### config.mk
export PLATFORM = sky130hd
export DESIGN_NAME = conv_tile_instgen
export DESIGN_NICKNAME = d
export VERILOG_FILES = /design/src/rtl/npu_pkg.sv /design/src/rtl/instgen_loop_ctr.sv /design/src/rtl/conv_tile_instgen.sv
export SDC_FILE = /design/constraint.sdc
export NUM_CORES = 2
export LEC_CHECK = 0
export ABC_AREA = 1
export CORE_MARGIN = 4
export CORE_UTILIZATION = 45
export CTS_CLUSTER_DIAMETER = 200
export DETAILED_ROUTE_END_ITERATION = 10
export PLACE_DENSITY = 0.62
export RECOVER_POWER = 50
export SYNTH_ARGS = -nofsm -noshare
export SYNTH_HDL_FRONTEND = slang
export SYNTH_HIERARCHICAL = 1
export SYNTH_SLANG_ARGS = --single-unit
export TNS_END_PERCENT = 10
### constraint.sdc
create_clock -name clk -period 20.5 [get_ports clk]
set_input_delay 5.125 -clock clk [delete_from_list [all_inputs] [get_ports clk]]
set_output_delay 5.125 -clock clk [all_outputs]
set_load 0.01 [all_outputs]
### src/rtl/npu_pkg.sv
`default_nettype none
// +----------------------------------------------------------------------+
// | npu_pkg                                                              |
// | Shared types and memory-width constants for the NPU instruction path |
// | Rev 1.0                                                              |
// +----------------------------------------------------------------------+
package npu_pkg;

  localparam int FRAM_AW_DEFAULT = 20;
  localparam int KRAM_AW_DEFAULT = 16;

  typedef enum logic [1:0] {
    ST_IDLE  = 2'd0,
    ST_SETUP = 2'd1,
    ST_ISSUE = 2'd2
  } instgen_state_t;

  typedef enum logic {
    LOOP_ROW_OUTER = 1'b0,
    LOOP_GRP_OUTER = 1'b1
  } loop_order_e;

endpackage
`default_nettype wire

### src/rtl/instgen_loop_ctr.sv
`default_nettype none
// +----------------------------------------------------------------------+
// | instgen_loop_ctr                                                     |
// | Wrap counter with NUM_ACC add-only accumulators that reload on wrap  |
// | Rev 1.0                                                              |
// +----------------------------------------------------------------------+
module instgen_loop_ctr #(
  parameter int CNT_W   = 32,
  parameter int ACC_W   = 32,
  parameter int NUM_ACC = 1
) (
  input  logic                     clk,
  input  logic                     rst_n,
  input  logic                     clear,
  input  logic                     inc,
  input  logic [CNT_W-1:0]         limit,
  input  logic [NUM_ACC*ACC_W-1:0] init,
  input  logic [NUM_ACC*ACC_W-1:0] step,
  output logic [CNT_W-1:0]         count_next,
  output logic [NUM_ACC*ACC_W-1:0] acc_next,
  output logic                     last
);

  logic [CNT_W-1:0] cnt_q, cnt_d;

  assign last       = (cnt_q == limit - CNT_W'(1));
  assign count_next = cnt_d;

  always_comb begin
    cnt_d = cnt_q;
    if (clear) begin
      cnt_d = '0;
    end else if (inc) begin
      cnt_d = last ? '0 : cnt_q + CNT_W'(1);
    end
  end

  always_ff @(posedge clk or negedge rst_n) begin
    if (!rst_n) begin
      cnt_q <= '0;
    end else begin
      cnt_q <= cnt_d;
    end
  end

  // Each accumulator tracks init + count*step; the wrap reloads init instead of multiplying.
  for (genvar i = 0; i < NUM_ACC; i++) begin : g_acc
    logic [ACC_W-1:0] acc_q, acc_d, init_w, step_w;

    assign init_w = init[i*ACC_W +: ACC_W];
    assign step_w = step[i*ACC_W +: ACC_W];

    always_comb begin
      acc_d = acc_q;
      if (clear) begin
        acc_d = init_w;
      end else if (inc) begin
        acc_d = last ? init_w : acc_q + step_w;
      end
    end

    always_ff @(posedge clk or negedge rst_n) begin
      if (!rst_n) begin
        acc_q <= '0;
      end else begin
        acc_q <= acc_d;
      end
    end

    assign acc_next[i*ACC_W +: ACC_W] = acc_d;
  end

endmodule
`default_nettype wire

### src/rtl/conv_tile_instgen.sv
`default_nettype none
// +----------------------------------------------------------------------+
// | conv_tile_instgen                                                    |
// | Walks output rows x channel groups of a layer, one instruction each  |
// | Rev 1.0                                                              |
// +----------------------------------------------------------------------+
module conv_tile_instgen
  import npu_pkg::*;
#(
  parameter int ADDR_WIDTH = 32,
  parameter int DATA_WIDTH = 32,
  parameter int FRAM_AW    = FRAM_AW_DEFAULT,
  parameter int KRAM_AW    = KRAM_AW_DEFAULT,
  parameter int NUM_PE     = 8
) (
  input  logic                  clk,
  input  logic                  rst_n,
  input  logic [ADDR_WIDTH-1:0] feature_baseaddr,
  input  logic [ADDR_WIDTH-1:0] kernel_baseaddr,
  input  logic [ADDR_WIDTH-1:0] output_baseaddr,
  input  logic [DATA_WIDTH-1:0] feature_width,
  input  logic [DATA_WIDTH-1:0] feature_chin,
  input  logic [DATA_WIDTH-1:0] feature_chout,
  input  logic [DATA_WIDTH-1:0] output_width,
  input  logic [DATA_WIDTH-1:0] output_height,
  input  logic [7:0]            kernel_sizeh,
  input  logic [7:0]            kernel_sizew,
  input  logic [7:0]            stride,
  input  logic                  has_bias,
  input  logic                  has_relu,
  input  logic                  loop_order,
  input  logic                  csrcmd_valid,
  output logic                  instgen_ready,
  input  logic                  abort,
  output logic [FRAM_AW-1:0]    stride_feature_baseaddr,
  output logic [KRAM_AW-1:0]    stride_kernel_baseaddr,
  output logic [FRAM_AW-1:0]    stride_wb_baseaddr,
  output logic [DATA_WIDTH-1:0] stride_feature_chin,
  output logic [DATA_WIDTH-1:0] stride_feature_chout,
  output logic [DATA_WIDTH-1:0] stride_feature_width,
  output logic [DATA_WIDTH-1:0] stride_feature_height,
  output logic [DATA_WIDTH-1:0] stride_wb_ch_offset,
  output logic [7:0]            stride_kernel_sizeh,
  output logic [7:0]            stride_kernel_sizew,
  output logic                  stride_has_bias,
  output logic                  stride_has_relu,
  output logic                  inst_valid,
  output logic                  tlast,
  input  logic                  decoder_ready,
  output logic                  done
);

  localparam int                    PE_LOG = $clog2(NUM_PE);
  localparam logic [DATA_WIDTH-1:0] PE_W   = DATA_WIDTH'(NUM_PE);
  localparam logic [DATA_WIDTH-1:0] PE_NEG = DATA_WIDTH'(0) - DATA_WIDTH'(NUM_PE);

  instgen_state_t state_q, state_d;

  logic [FRAM_AW-1:0]    fbase_q, fbase_d, obase_q, obase_d;
  logic [KRAM_AW-1:0]    kbase_q, kbase_d;
  logic [DATA_WIDTH-1:0] fwidth_q, fwidth_d, chin_q, chin_d, chout_q, chout_d;
  logic [DATA_WIDTH-1:0] owidth_q, owidth_d, oheight_q, oheight_d;
  logic [7:0]            kh_q, kh_d, kw_q, kw_d, stride_q, stride_d;
  logic                  bias_q, bias_d, relu_q, relu_d;
  loop_order_e           order_q, order_d;

  logic [FRAM_AW-1:0]    row_step_q, row_step_d, wb_row_step_q, wb_row_step_d;
  logic [DATA_WIDTH-1:0] kgrp_step_q, kgrp_step_d;

  logic [FRAM_AW-1:0]    inst_fbase_q, inst_fbase_d, inst_wbbase_q, inst_wbbase_d;
  logic [KRAM_AW-1:0]    inst_kbase_q, inst_kbase_d;
  logic [DATA_WIDTH-1:0] inst_chin_q, inst_chin_d, inst_chout_q, inst_chout_d;
  logic [DATA_WIDTH-1:0] inst_width_q, inst_width_d, inst_height_q, inst_height_d;
  logic [DATA_WIDTH-1:0] inst_choff_q, inst_choff_d;
  logic [7:0]            inst_kh_q, inst_kh_d, inst_kw_q, inst_kw_d;
  logic                  inst_bias_q, inst_bias_d, inst_relu_q, inst_relu_d;
  logic                  inst_tlast_q, inst_tlast_d, inst_valid_q, inst_valid_d;
  logic                  done_q, done_d;

  logic                  hs, empty_w, load_fields, ctr_clear, advance;
  logic                  row_inc, grp_inc, row_last, grp_last, tlast_next;
  logic [DATA_WIDTH:0]   g_sum_w;
  logic [DATA_WIDTH-1:0] g_total_w, row_step_w, kgrp_w, wb_row_w;
  logic [DATA_WIDTH-1:0] oy_next, g_next, rem_next;
  logic [2*FRAM_AW-1:0]  row_acc_next;
  logic [3*DATA_WIDTH-1:0] grp_acc_next;
  logic                  unused_bits;

  // Shift-based ceil keeps the carry out of chout so large channel counts do not wrap.
  assign g_sum_w   = {1'b0, chout_q} + {1'b0, PE_W - DATA_WIDTH'(1)};
  assign g_total_w = DATA_WIDTH'(g_sum_w >> PE_LOG);

  assign row_step_w = DATA_WIDTH'(stride_q) * fwidth_q * chin_q;
  assign kgrp_w     = PE_W * (DATA_WIDTH'(kh_q) * DATA_WIDTH'(kw_q) * chin_q + DATA_WIDTH'(bias_q));
  assign wb_row_w   = owidth_q * chout_q;

  assign hs      = inst_valid_q && decoder_ready;
  assign empty_w = (oheight_q == '0) || (chout_q == '0);

  assign row_inc = advance && ((order_q == LOOP_GRP_OUTER) || grp_last);
  assign grp_inc = advance && ((order_q == LOOP_ROW_OUTER) || row_last);

  instgen_loop_ctr #(
    .CNT_W   (DATA_WIDTH),
    .ACC_W   (FRAM_AW),
    .NUM_ACC (2)
  ) u_row_ctr (
    .clk        (clk),
    .rst_n      (rst_n),
    .clear      (ctr_clear),
    .inc        (row_inc),
    .limit      (oheight_q),
    .init       ({obase_q, fbase_q}),
    .step       ({wb_row_step_q, row_step_q}),
    .count_next (oy_next),
    .acc_next   (row_acc_next),
    .last       (row_last)
  );

  // Accumulators: kernel base, write-back channel offset, channels remaining.
  instgen_loop_ctr #(
    .CNT_W   (DATA_WIDTH),
    .ACC_W   (DATA_WIDTH),
    .NUM_ACC (3)
  ) u_grp_ctr (
    .clk        (clk),
    .rst_n      (rst_n),
    .clear      (ctr_clear),
    .inc        (grp_inc),
    .limit      (g_total_w),
    .init       ({chout_q, DATA_WIDTH'(0), DATA_WIDTH'(kbase_q)}),
    .step       ({PE_NEG, PE_W, kgrp_step_q}),
    .count_next (g_next),
    .acc_next   (grp_acc_next),
    .last       (grp_last)
  );

  assign rem_next   = grp_acc_next[2*DATA_WIDTH +: DATA_WIDTH];
  assign tlast_next = (oy_next == oheight_q - DATA_WIDTH'(1)) &&
                      (g_next == g_total_w - DATA_WIDTH'(1));

  always_comb begin
    state_d       = state_q;
    fbase_d       = fbase_q;
    kbase_d       = kbase_q;
    obase_d       = obase_q;
    fwidth_d      = fwidth_q;
    chin_d        = chin_q;
    chout_d       = chout_q;
    owidth_d      = owidth_q;
    oheight_d     = oheight_q;
    kh_d          = kh_q;
    kw_d          = kw_q;
    stride_d      = stride_q;
    bias_d        = bias_q;
    relu_d        = relu_q;
    order_d       = order_q;
    row_step_d    = row_step_q;
    kgrp_step_d   = kgrp_step_q;
    wb_row_step_d = wb_row_step_q;
    inst_valid_d  = inst_valid_q;
    done_d        = 1'b0;
    load_fields   = 1'b0;
    ctr_clear     = 1'b0;
    advance       = 1'b0;
    case (state_q)
      ST_IDLE: begin
        if (csrcmd_valid) begin
          fbase_d   = feature_baseaddr[FRAM_AW-1:0];
          kbase_d   = kernel_baseaddr[KRAM_AW-1:0];
          obase_d   = output_baseaddr[FRAM_AW-1:0];
          fwidth_d  = feature_width;
          chin_d    = feature_chin;
          chout_d   = feature_chout;
          owidth_d  = output_width;
          oheight_d = output_height;
          kh_d      = kernel_sizeh;
          kw_d      = kernel_sizew;
          stride_d  = stride;
          bias_d    = has_bias;
          relu_d    = has_relu;
          order_d   = loop_order_e'(loop_order);
          state_d   = ST_SETUP;
        end
      end
      ST_SETUP: begin
        ctr_clear     = 1'b1;
        row_step_d    = row_step_w[FRAM_AW-1:0];
        kgrp_step_d   = kgrp_w;
        wb_row_step_d = wb_row_w[FRAM_AW-1:0];
        if (abort || empty_w) begin
          state_d = ST_IDLE;
          done_d  = 1'b1;
        end else begin
          state_d      = ST_ISSUE;
          inst_valid_d = 1'b1;
          load_fields  = 1'b1;
        end
      end
      ST_ISSUE: begin
        if (abort || (hs && inst_tlast_q)) begin
          state_d      = ST_IDLE;
          inst_valid_d = 1'b0;
          done_d       = 1'b1;
        end else if (hs) begin
          advance     = 1'b1;
          load_fields = 1'b1;
        end
      end
      default: begin
        state_d = ST_IDLE;
      end
    endcase
  end

  always_comb begin
    inst_fbase_d  = inst_fbase_q;
    inst_kbase_d  = inst_kbase_q;
    inst_wbbase_d = inst_wbbase_q;
    inst_chin_d   = inst_chin_q;
    inst_chout_d  = inst_chout_q;
    inst_width_d  = inst_width_q;
    inst_height_d = inst_height_q;
    inst_choff_d  = inst_choff_q;
    inst_kh_d     = inst_kh_q;
    inst_kw_d     = inst_kw_q;
    inst_bias_d   = inst_bias_q;
    inst_relu_d   = inst_relu_q;
    inst_tlast_d  = inst_tlast_q;
    if (load_fields) begin
      inst_fbase_d  = row_acc_next[FRAM_AW-1:0];
      inst_kbase_d  = grp_acc_next[KRAM_AW-1:0];
      inst_wbbase_d = row_acc_next[2*FRAM_AW-1:FRAM_AW] + grp_acc_next[DATA_WIDTH +: FRAM_AW];
      inst_chout_d  = (rem_next < PE_W) ? rem_next : PE_W;
      inst_chin_d   = chin_q;
      inst_width_d  = fwidth_q;
      inst_height_d = DATA_WIDTH'(kh_q);
      inst_choff_d  = chout_q;
      inst_kh_d     = kh_q;
      inst_kw_d     = kw_q;
      inst_bias_d   = bias_q;
      inst_relu_d   = relu_q;
      inst_tlast_d  = tlast_next;
    end
  end

  always_ff @(posedge clk or negedge rst_n) begin
    if (!rst_n) begin
      state_q       <= ST_IDLE;
      fbase_q       <= '0;
      kbase_q       <= '0;
      obase_q       <= '0;
      fwidth_q      <= '0;
      chin_q        <= '0;
      chout_q       <= '0;
      owidth_q      <= '0;
      oheight_q     <= '0;
      kh_q          <= '0;
      kw_q          <= '0;
      stride_q      <= '0;
      bias_q        <= 1'b0;
      relu_q        <= 1'b0;
      order_q       <= LOOP_ROW_OUTER;
      row_step_q    <= '0;
      kgrp_step_q   <= '0;
      wb_row_step_q <= '0;
      inst_fbase_q  <= '0;
      inst_kbase_q  <= '0;
      inst_wbbase_q <= '0;
      inst_chin_q   <= '0;
      inst_chout_q  <= '0;
      inst_width_q  <= '0;
      inst_height_q <= '0;
      inst_choff_q  <= '0;
      inst_kh_q     <= '0;
      inst_kw_q     <= '0;
      inst_bias_q   <= 1'b0;
      inst_relu_q   <= 1'b0;
      inst_tlast_q  <= 1'b0;
      inst_valid_q  <= 1'b0;
      done_q        <= 1'b0;
    end else begin
      state_q       <= state_d;
      fbase_q       <= fbase_d;
      kbase_q       <= kbase_d;
      obase_q       <= obase_d;
      fwidth_q      <= fwidth_d;
      chin_q        <= chin_d;
      chout_q       <= chout_d;
      owidth_q      <= owidth_d;
      oheight_q     <= oheight_d;
      kh_q          <= kh_d;
      kw_q          <= kw_d;
      stride_q      <= stride_d;
      bias_q        <= bias_d;
      relu_q        <= relu_d;
      order_q       <= order_d;
      row_step_q    <= row_step_d;
      kgrp_step_q   <= kgrp_step_d;
      wb_row_step_q <= wb_row_step_d;
      inst_fbase_q  <= inst_fbase_d;
      inst_kbase_q  <= inst_kbase_d;
      inst_wbbase_q <= inst_wbbase_d;
      inst_chin_q   <= inst_chin_d;
      inst_chout_q  <= inst_chout_d;
      inst_width_q  <= inst_width_d;
      inst_height_q <= inst_height_d;
      inst_choff_q  <= inst_choff_d;
      inst_kh_q     <= inst_kh_d;
      inst_kw_q     <= inst_kw_d;
      inst_bias_q   <= inst_bias_d;
      inst_relu_q   <= inst_relu_d;
      inst_tlast_q  <= inst_tlast_d;
      inst_valid_q  <= inst_valid_d;
      done_q        <= done_d;
    end
  end

  assign instgen_ready           = (state_q == ST_IDLE);
  assign stride_feature_baseaddr = inst_fbase_q;
  assign stride_kernel_baseaddr  = inst_kbase_q;
  assign stride_wb_baseaddr      = inst_wbbase_q;
  assign stride_feature_chin     = inst_chin_q;
  assign stride_feature_chout    = inst_chout_q;
  assign stride_feature_width    = inst_width_q;
  assign stride_feature_height   = inst_height_q;
  assign stride_wb_ch_offset     = inst_choff_q;
  assign stride_kernel_sizeh     = inst_kh_q;
  assign stride_kernel_sizew     = inst_kw_q;
  assign stride_has_bias         = inst_bias_q;
  assign stride_has_relu         = inst_relu_q;
  assign inst_valid              = inst_valid_q;
  assign tlast                   = inst_tlast_q;
  assign done                    = done_q;

  // Truncated address bits and wide products are intentionally dropped.
  assign unused_bits = ^{feature_baseaddr, kernel_baseaddr, output_baseaddr,
                         row_step_w, wb_row_w, grp_acc_next, g_sum_w};

endmodule
`default_nettype wire

==> flow_metrics.env <==
export IMPL_netlist_instances=8844
export IMPL_antenna_found_initial=4
export IMPL_largest_register_ffs=68
export IMPL_syn_area_um2=64270
export IMPL_regMostFlops="u_grp_ctr/g_acc.acc_q"
export IMPL_grt_max_degree=99
export IMPL_area_delta_synth_final_pct=13.44
export IMPL_drtAntennaViolNets=0
export IMPL_status="complete, but fails checks"
export IMPL_core_area_um2=141800
export IMPL_violations="capacitance limit, slew limit"
export IMPL_fin_crit_sh_pct=65.41
export IMPL_critical_path_startpoint_type="input pin"
export IMPL_num_rows=138
export IMPL_layout_setup_ws_ns=7.092
export IMPL_globalplace_congestion=0.9655
export IMPL_hp_class="reg -> reg"
export IMPL_drc_errors=0
export IMPL_track_usage_pct=27.43
export IMPL_hold_viol=0
export IMPL_vias_per_cell=5.173
export IMPL_drive_above_1_share_pct=5.544
export IMPL_fin_hold_ws_ns=0.4420
export IMPL_fillers=13982
export IMPL_cts_buffer_depth=3
export IMPL_nets=10274
export IMPL_dp_slack_ns=9.334
export IMPL_path_class="in -> async"
export IMPL_clk_pin_slew_worst_paths_ns=0.07
export IMPL_final_setup_viol_count=0
export IMPL_cp_data_required_time_ns=20.39
export IMPL_wl_um=205600
export IMPL_maxSlewViolCount=883
export IMPL_cts_root_buf="clkbuf_16"
export IMPL_die_h_um=385.9
export IMPL_cts_setup_buffers=0
export IMPL_place_hpwl_um=158100
export IMPL_maxCapViolCount=15
export IMPL_worstPathArrival_ns=13.30
export IMPL_cts_max_level=3
export IMPL_dr_total_vias=57465
export IMPL_dr_pass1_iters=6
export IMPL_rsz0062_at_grt="no"
export IMPL_gr_total_overflow=0
export IMPL_avgSynthCellArea_um2=7.267
export IMPL_io_pins=526
export IMPL_wire_per_inst_um=18.51
export IMPL_grt_pass1_wl_um=321800
export IMPL_dieArea_um2=148900
export IMPL_first_iter_violations=4192
export IMPL_slew_headroom_pct=-161.0
export IMPL_period_needed_ns=13.41
export IMPL_cts_resized=0
export IMPL_finalClockSkew_ns=0.04326
export IMPL_grt_pass1_vias=56786
export IMPL_reg_largest_list="u_grp_ctr/g_acc.acc_q x68, u_row_ctr/g_acc.acc_q x40"
export IMPL_ctsHoldBuffers=0
export IMPL_worst_slew_pin_slew_ns=3.915
export IMPL_numCtsBuffers=81
export IMPL_port_buffers=449
export IMPL_tritoncts="built"
export IMPL_fmax_mhz=74.58
export IMPL_path_max_fanout=70
export IMPL_fin_tns_setup_ns=0
export IMPL_yosysWarnings=6
export IMPL_die_x_um=385.9
export IMPL_start_util_pct=45.34
export IMPL_numClockSinks=663
export IMPL_cp_end_kind="async pin"
export IMPL_clk_latency_ns=0.72
## path summary, 6_finish.rpt
path	from	to	slack (ns)	cells past startpoint
setup / recovery	rst_n	u_row_ctr/cnt_q[1]	7.09	3
hold / removal	fwidth_q[28]	stride_feature_width[28]	0.44	2
setup reg to reg	stride_q[3]	row_step_q[19]	9.62	38
hold reg to reg	fwidth_q[28]	stride_feature_width[28]	0.44	2
max in group clk	stride_q[3]	row_step_q[19]	9.62	38
min in group asynchronous	rst_n	stride_feature_width[28]	5.70	1
## routing by layer
metal / vias up / wire, um / global-route usage (%)
met4: 2 / 5938 / 7.495
met3: 292 / 14500 / 4.353
met2: 1822 / 93200 / 44.09
met5: - / 13 / 0
li1: 27747 / - / -
met1: 27602 / 91970 / 38.45
## area by class of cell
class	count	area, um^2	area share (%)
Antenna cell	1	2.502	0.003432
Clock buffer	101	2192	3.007
Clock inverter	44	514.2	0.7053
Inverter	1527	5738	7.870
Multi-Input combinational cell	6379	40660	55.76
Sequential cell	663	16590	22.76
Tap cell	1890	2365	3.243
Timing Repair Buffer	503	4852	6.655
## layout by cell type (no fill, tap or decap), types with 64 or more instances in the layout
master              n
conb_1            125
ha_1              375
clkdlybuf4s50_1   249
dfrtp_1           663
dlygate4sd3_1     199
nand3_1           422
fa_1              456
a21oi_1           456
xor2_1            207
mux2_2            148
nand4_1           178
nor2_1            831
clkbuf_16          81
nand2_1          2433
nor3_1             64
o21ai_0           253
inv_1            1486
xnor2_1           107
## stage by stage
step | utilization (%) | cells | instance area (um^2)
4_1_cts | 51.49 | 11107 | 72990
3_5_place_dp | 49.58 | 10962 | 70280
3_3_place_gp | 49.58 | 10962 | 70280
6_report | 51.43 | 11108 | 72910
2_1_floorplan | - | 8967 | 64730
5_1_grt | 51.43 | 11107 | 72910
## critical path: stages
cell,delay (ns)
clkbuf_1,2.58
clkbuf_1,2.53
clkbuf_1,2.89
Power is not shown: default switching activity piles up to over one toggle a cycle in this logic, so the estimate is an artifact.
